===== src/rtl/stream_mux_rr.sv =====
// Round-robin packet multiplexer: N_CH valid/ready streams merged onto one
// registered output, with the grant locked until the granted packet's last beat.
module stream_mux_rr #(
  parameter int N_CH   = 8,
  parameter int DATA_W = 8,
  parameter int SEL_W  = $clog2(N_CH)
) (
  input  logic                   clk,
  input  logic                   rst_n,
  input  logic [N_CH-1:0]        in_valid,
  input  logic [N_CH*DATA_W-1:0] in_data,
  input  logic [N_CH-1:0]        in_last,
  output logic [N_CH-1:0]        in_ready,
  output logic                   out_valid,
  output logic [DATA_W-1:0]      out_data,
  output logic                   out_last,
  output logic [SEL_W-1:0]       out_ch,
  input  logic                   out_ready
);

  typedef enum logic {
    IDLE,
    LOCKED
  } state_e;

  state_e state_q, state_d;

  logic [SEL_W-1:0]  grant_q, grant_d;
  logic [SEL_W-1:0]  ptr_q, ptr_d;
  logic              out_valid_q, out_valid_d;
  logic [DATA_W-1:0] out_data_q, out_data_d;
  logic              out_last_q, out_last_d;
  logic [SEL_W-1:0]  out_ch_q, out_ch_d;

  logic [SEL_W-1:0]  hi_idx, lo_idx, winner;
  logic              hi_hit;
  logic              accept;
  logic [DATA_W-1:0] sel_data;

  // Lowest requester above ptr wins; otherwise lowest overall (the wrap).
  always_comb begin
    hi_idx = '0;
    lo_idx = '0;
    hi_hit = 1'b0;
    for (int i = N_CH - 1; i >= 0; i--) begin
      if (in_valid[i]) begin
        lo_idx = SEL_W'(i);
        if (i > int'(ptr_q)) begin
          hi_idx = SEL_W'(i);
          hi_hit = 1'b1;
        end
      end
    end
    winner = hi_hit ? hi_idx : lo_idx;
  end

  always_comb begin
    in_ready = '0;
    if (state_q == LOCKED) begin
      in_ready[grant_q] = !out_valid_q || out_ready;
    end
  end

  assign accept   = in_valid[grant_q] && in_ready[grant_q];
  assign sel_data = in_data[int'(grant_q)*DATA_W +: DATA_W];

  always_comb begin
    state_d     = state_q;
    grant_d     = grant_q;
    ptr_d       = ptr_q;
    out_valid_d = out_valid_q;
    out_data_d  = out_data_q;
    out_last_d  = out_last_q;
    out_ch_d    = out_ch_q;
    if (out_valid_q && out_ready) begin
      out_valid_d = 1'b0;
    end
    unique case (state_q)
      IDLE: begin
        if (|in_valid) begin
          grant_d = winner;
          state_d = LOCKED;
        end
      end
      LOCKED: begin
        if (accept) begin
          out_valid_d = 1'b1;
          out_data_d  = sel_data;
          out_last_d  = in_last[grant_q];
          out_ch_d    = grant_q;
          if (in_last[grant_q]) begin
            ptr_d   = grant_q;
            state_d = IDLE;
          end
        end
      end
      default: ;
    endcase
  end

  always_ff @(posedge clk or negedge rst_n) begin
    if (!rst_n) begin
      state_q     <= IDLE;
      grant_q     <= '0;
      ptr_q       <= SEL_W'(N_CH - 1);
      out_valid_q <= 1'b0;
      out_data_q  <= '0;
      out_last_q  <= 1'b0;
      out_ch_q    <= '0;
    end else begin
      state_q     <= state_d;
      grant_q     <= grant_d;
      ptr_q       <= ptr_d;
      out_valid_q <= out_valid_d;
      out_data_q  <= out_data_d;
      out_last_q  <= out_last_d;
      out_ch_q    <= out_ch_d;
    end
  end

  assign out_valid = out_valid_q;
  assign out_data  = out_data_q;
  assign out_last  = out_last_q;
  assign out_ch    = out_ch_q;

endmodule


===== config.mk =====
export PLATFORM = sky130hd
export DESIGN_NAME = stream_mux_rr
export DESIGN_NICKNAME = d
export VERILOG_FILES = /design/src/rtl/stream_mux_rr.sv
export SDC_FILE = /design/constraint.sdc
export NUM_CORES = 1
export LEC_CHECK = 0
export ABC_AREA = 1
export BUFFER_PORTS_ARGS = -buffer_cell sky130_fd_sc_hd__clkbuf_2
export CORE_MARGIN = 4
export CORE_UTILIZATION = 48
export CTS_BUF_LIST = sky130_fd_sc_hd__clkbuf_2 sky130_fd_sc_hd__clkbuf_4 sky130_fd_sc_hd__clkbuf_8
export DETAILED_ROUTE_END_ITERATION = 12
export PLACE_DENSITY = 0.88
export RECOVER_POWER = 50
export SYNTH_ARGS = -nofsm -noshare
export SYNTH_HDL_FRONTEND = slang
export SYNTH_SLANG_ARGS = --single-unit

===== constraint.sdc =====
create_clock -name clk -period 2.85 [get_ports clk]
set_input_delay 0.1425 -clock clk [delete_from_list [all_inputs] [get_ports clk]]
set_output_delay 0.1425 -clock clk [all_outputs]
set_load 0.01 [all_outputs]

* Word level (Yosys, flattened, before mapping)
Index checks and enable logic that the tools add are counted.
** Storage, ports and cells
- Bits in read-only memories :: 0
- Bits in latches :: 0
- Memories kept :: 0
- Output and inout port bits :: 21
- Memory bits (writable) :: 0
- Flip-flop bits (word level) :: 20
- Word-level logic and storage cells :: 81
- Input bits :: 83
** Cells by class
- Mux-type cells :: 53
- Add/subtract/negate cells :: 0
- Bitwise logic cells :: 2
- Eq/ne operators :: 0
- Reductions and logical operators :: 9
- Magnitude comparators :: 9
- Multipliers :: 0
- Shift-type cells :: 1
- Div/mod/pow operators :: 0
** Operators by type and width (count)
- 3-bit two-way mux :: 23
- 64-bit by 7-bit variable part select with 8-bit output :: 1
- 1-bit two-way mux :: 24
- 3-bit > comparator, first input constant :: 4
- 1-bit binary-select mux with 3-bit select :: 3
- 8-bit bitwise AND :: 1
- 8-bit two-way mux :: 1
- 8-bit OR reduction :: 1
- 2-bit by 3-bit > comparator with 1-bit output, first input constant :: 2
- 3-bit by 4-bit < comparator with 1-bit output, second input constant :: 1
- 2-bit AND reduction :: 2
- 1-bit demux with 3-bit select :: 1
- 3-bit by 1-bit >= comparator with 1-bit output, second input constant :: 1
- 1-bit by 3-bit > comparator with 1-bit output, first input constant :: 1
- 1-bit logical AND :: 3
- 3-bit AND reduction :: 1
- 1-bit case mux with 2 select lines :: 1
- 1-bit logical NOT :: 1
- 1-bit logical OR :: 1
- 1-bit inverter :: 1

* Depth between registers and ports, before layout
- Word-level depth :: 16
- Depth in mapped cells :: 11
- Gate-level depth less buffers :: 11

* Least setup slack after synthesis
OpenSTA, ideal clock, no wires.
- Kind :: flip-flop to flip-flop
- Start point :: reg grant_q[0]
- End point :: reg out_data_q[0], in the netlist out_data[0]
- Period minus slack after synthesis :: 1.416 ns
- Library setup time :: 0.116 ns
- Required time :: 2.734 ns
- Buffers on the path :: 2
- Slack :: 1.434 ns
- Arrival :: 1.299 ns
- Stages on the path, launching flop included :: 9
- Cell sequence :: dfrtp_1 > buf_2 > o211ai_1 > nand2_2 > nor2_4 > inv_4 > buf_8 > nand2_1 > nand2_1
** On the way
- Longest elaborated chain between the ends :: 10
- Elaborated cells on any way between the ends :: 14
- Classes of those cells :: 2 x order compare; 1 x shift; 7 x mux; 1 x bitwise; 3 x reduce/logical
** RTL lines
- start, declared :: line 28 : logic [SEL_W-1:0] grant_q, grant_d;
- start signal, assigned :: line 112 : grant_q <= grant_d;
- 3-bit by 4-bit < comparator with 1-bit output (not written as such) / 3-bit by 1-bit >= comparator with 1-bit output (equally long branches) :: line 60 : in_ready[grant_q] = !out_valid_q || out_ready;
- 1-bit logical AND (not written as such) :: line 60
- 1-bit two-way mux (not written as such) :: line 60
- 1-bit demux with 3-bit select :: line 60
- 8-bit bitwise AND (no source line)
- 8-bit two-way mux :: line 59 : if (state_q == LOCKED) begin
- 1-bit binary-select mux with 3-bit select :: line 64 : assign accept = in_valid[grant_q] && in_ready[grant_q];
- 1-bit two-way mux (not written as such) :: line 64
- 1-bit logical AND :: line 64
- 2-bit AND reduction (no source line)
- end signal, assigned :: line 115 : out_data_q <= out_data_d;
- end, declared :: line 31 : logic [DATA_W-1:0] out_data_q, out_data_d;
Parallel ways exist; a longest one is shown, timed or not. The select of a mux whose other input is x is not followed.
A chain may end at the register's enable or synchronous reset.

* Worst setup path in the final report
- Start point :: reg grant_q[0]
- End point :: out in_ready[6]
** On the way
- Longest elaborated chain between the ends :: 6
- Elaborated cells on any way between the ends :: 7
- Classes of those cells :: 2 x order compare; 3 x mux; 1 x bitwise; 1 x reduce/logical
** RTL lines
- 3-bit by 4-bit < comparator with 1-bit output (not written as such) / 3-bit by 1-bit >= comparator with 1-bit output (equally long branches) :: line 60
- 1-bit logical AND (not written as such) :: line 60
- 1-bit two-way mux (not written as such) :: line 60
- 1-bit demux with 3-bit select (*) :: line 60
- 8-bit bitwise AND (no source line) (*)
- 8-bit two-way mux (*) :: line 59
- end, declared :: line 13 : output logic [N_CH-1:0] in_ready,
Mark *: on every way between the ends. The rest lies on a longest branch, timed or not.

==> results.py <==
metrics = {
    "setup_path": {
        "crit_slowest_cell": "dfrtp_1",
        "crit_path_start_kind": "flip-flop",
        "crit_path_cell_trace": "inv_1 -> buf_4 -> nand2_1 -> nor2_1 -> clkbuf_2",
        "slowest_delay_ns": 0.41,
        "crit_type": "reg -> out",
        "endpoint_kind": "output pin",
        "required_ns": 2.71,
        "path_max_fanout": 25,
        "arrival_ns": 1.74,
    },
    "sta": {
        "rsz0062_at_grt": "false",
        "setup_viol": 0,
        "finalCriticalPeriod_ns": 1.89,
        "worst_pin_slew_ns": 1.03,
        "clock_skew_ns": 0.00109,
        "hold_viol": 0,
        "post-route-period-util_pct": 66.2,
        "hold_ws_ns": 0.0183,
        "slew_violations": 0,
        "max_freq_mhz": 530,
        "fin_tns_setup_ns": 0,
        "slew_headroom_pct": 31.6,
    },
    "synth": {
        "yosys.area_share.adder_pct": 0,
        "synth_top_family_by_area": "simple AND/OR/NAND/NOR gates",
        "synth_area_sq_mm": 0.00172,
        "synth_nets": 371,
        "avgSynthCellArea_sq_um": 5.96,
        "ys_ff_latch": 20,
        "synth_cells": 288,
        "yosysUniqueCellTypes": 26,
        "synth_mux_area_share_pct": 0,
        "synthFlopType": "dfrtp_1",
        "synth_xor_xnor_area_share_pct": 0,
        "ys_async_sr_fraction_pct": 100,
        "synthSimpleGateAreaFrac_pct": 38.0,
        "synth_edf_count": 0,
        "ys_seq_area_share_pct": 29.4,
        "yosysWarnings": 0,
        "synth_compound_area_share_pct": 23.1,
    },
    "cts": {
        "clk_latency_ns": 0.30,
        "numCtsBuffers": 3,
        "clkTransAtPathRegs_ns": 0.11,
        "cts.path.max_buffers": 2,
        "ctsHtreeMaxLevel": 1,
        "cts.repair.resized": 0,
        "cts_sinks": 20,
        "root_buffer": "clkbuf_4",
        "cts_tree": "yes",
    },
    "route": {
        "drt_iter0_drc": 217,
        "post-route-drc-count": 0,
        "routed-via-count": 2235,
        "wl_microns": 5640,
        "ant_nets": 0,
        "wire_per_inst_microns": 13.0,
        "via_per_inst": 5.15,
        "firstDrtPassIters": 4,
    },
    "power": {
        "p_per_area_mw_per_mm2": 938,
        "ir_drop_mv": 0.488,
        "leakage_nw": 1.27,
    },
    "hold_path": {
        "hp-class": "in -> reg",
    },
    "finish": {
        "nNetsFinal": 472,
        "area_delta_synth_final_pct": 33.9,
        "diodes": 0,
        "layout-drive-gt1-share_pct": 29.9,
    },
    "grt": {
        "grt_pass1_wl_microns": 9080,
        "grt_pass1_vias": 2086,
        "grt_max_degree": 28,
        "overflow": 0,
        "grt_antenna_before_repair": 0,
        "grt_usage_pct": 25.5,
    },
    "run": {
        "max-cap-violations": 0,
    },
    "place": {
        "finalWeightedCongestion": 0.902,
        "port_buffers": 103,
        "place_hpwl_microns": 4650,
    },
    "floorplan": {
        "fp-row-count": 21,
        "die_area_sq_mm": 0.00460,
        "die_h_microns": 67.8,
        "start_util_pct": 50.6,
        "ios": 104,
        "die_w_microns": 67.8,
        "core_sq_mm": 0.00339,
    },
    "outcome": {
        "status": "finished clean",
    },
}
-- flip-flops by register name, indices dropped and copies added, names as in the netlist --
| register | flops |
|---|---|
| out_data | 8 |
| ptr_q | 3 |
| state_q | 1 |
| out_valid | 1 |
| out_last | 1 |
| grant_q | 3 |
| out_ch | 3 |
-- final cells by class --
| cell class | count | area (sq um) |
|---|---|---|
| clock buffers | 3 | 22.5 |
| flip-flops and latches | 20 | 504 |
| fillers | 346 | 1090 |
| clock inverters | 1 | 30.0 |
| multi-input cells | 231 | 1050 |
| repair buffers | 107 | 534 |
| well taps | 46 | 57.6 |
| inverters | 26 | 100 |
-- worst paths after layout --
kind | from | cells after the start | endpoint | slack [ns]
setup / recovery | grant_q[0]$_DFFE_PN0P_ | 5 | in_ready[6] | 0.96
hold / removal | out_ready | 2 | out_valid$_DFF_PN0_ | 0.02
setup reg to reg | grant_q[2]$_DFFE_PN0P_ | 8 | state_q$_DFF_PN0_ | 1.08
hold reg to reg | out_data[6]$_DFFE_PN0P_ | 2 | out_data[6]$_DFFE_PN0P_ | 0.50
max in group asynchronous | rst_n | 2 | grant_q[0]$_DFFE_PN0P_ | 1.71
min in group asynchronous | rst_n | 2 | out_ch[2]$_DFFE_PN0P_ | 0.52
-- per-stage QoR --
stage          instances  setup slack (ns)  instance area, sq um  power (mW)  util, %
2_1_floorplan        288              1.43                  1720        1.54        -
3_3_place_gp         429              1.19                  2250        1.89     66.4
3_5_place_dp         429              1.10                  2250        1.93     66.4
4_1_cts              434             0.969                  2310        2.16     68.2
5_1_grt              434             0.808                  2300        2.37     67.8
6_report             434             0.963                  2300        2.16     67.8
-- layout by cell type, fill, tap and decap left out, drive strengths merged, types with 3 or more instances in the layout --
cell type / netlist / layout
buf: 7 / 3
nor2: 74 / 74
o2111ai: 4 / 4
o211ai: 5 / 5
o22ai: 3 / 3
clkbuf: 4 / 106
dfrtp: 17 / 17
o21ai: 57 / 57
dfstp: 3 / 3
nand2: 75 / 75
nand3: 10 / 10
inv: 26 / 26
-- synthesized netlist by cell type (3+ instances only) --
cell type / number / area share [%]
o211ai_1: 4 / 1.7
o21ai_0: 52 / 15
inv_2: 3 / 0.66
inv_1: 22 / 4.8
nor2_1: 70 / 15
nand2_1: 72 / 16
clkbuf_1: 4 / 0.87
o2111ai_1: 4 / 2.0
buf_2: 5 / 1.5
nand3_1: 9 / 2.6
dfstp_2: 3 / 4.6
o22ai_1: 3 / 1.1
nand2_2: 3 / 1.1
nor2_4: 3 / 2.0
dfrtp_1: 17 / 25
o21ai_1: 4 / 1.2
-- routing by layer --
| metal | vias up | global-route usage, % | part of all wire [%] |
|---|---|---|---|
| met5 | - | 0 | 0 |
| met4 | 0 | 6.45 | 1.1 |
| met3 | 6 | 3.33 | 7.6 |
| met2 | 96 | 45.0 | 50 |
| met1 | 994 | 32.6 | 41 |
| li1 | 1139 | - | - |
-- critical path, delay by kind of cell, from the launching register on --
kind / cells / cell delay [ns]
DFF: 1 / 0.41
buffers and inverters: 3 / 0.77
and+or+nand+nor: 2 / 0.26
-- where the power goes --
group	switching (mW)	internal, mW	total [mW]
Combinational	0.914	0.465	1.38
Sequential	0.113	0.434	0.547
Clock	0.0890	0.142	0.231
Total	1.12	1.04	2.16
-- logic make-up after synthesis --
kind of cell / after synthesis
buffers and inverters: 37
DFF: 20
and+or+nand+nor: 160
AOI/OAI and AO/OA: 71
-- timing repair --
item | in CTS | in global routing
setup endpoints to repair | 0 | 0
hold buffers | 1 | 0
endpoints found under the hold margin | 17 | 0
setup buffers | 0 | 0
Power figures use the tool's default switching activity.
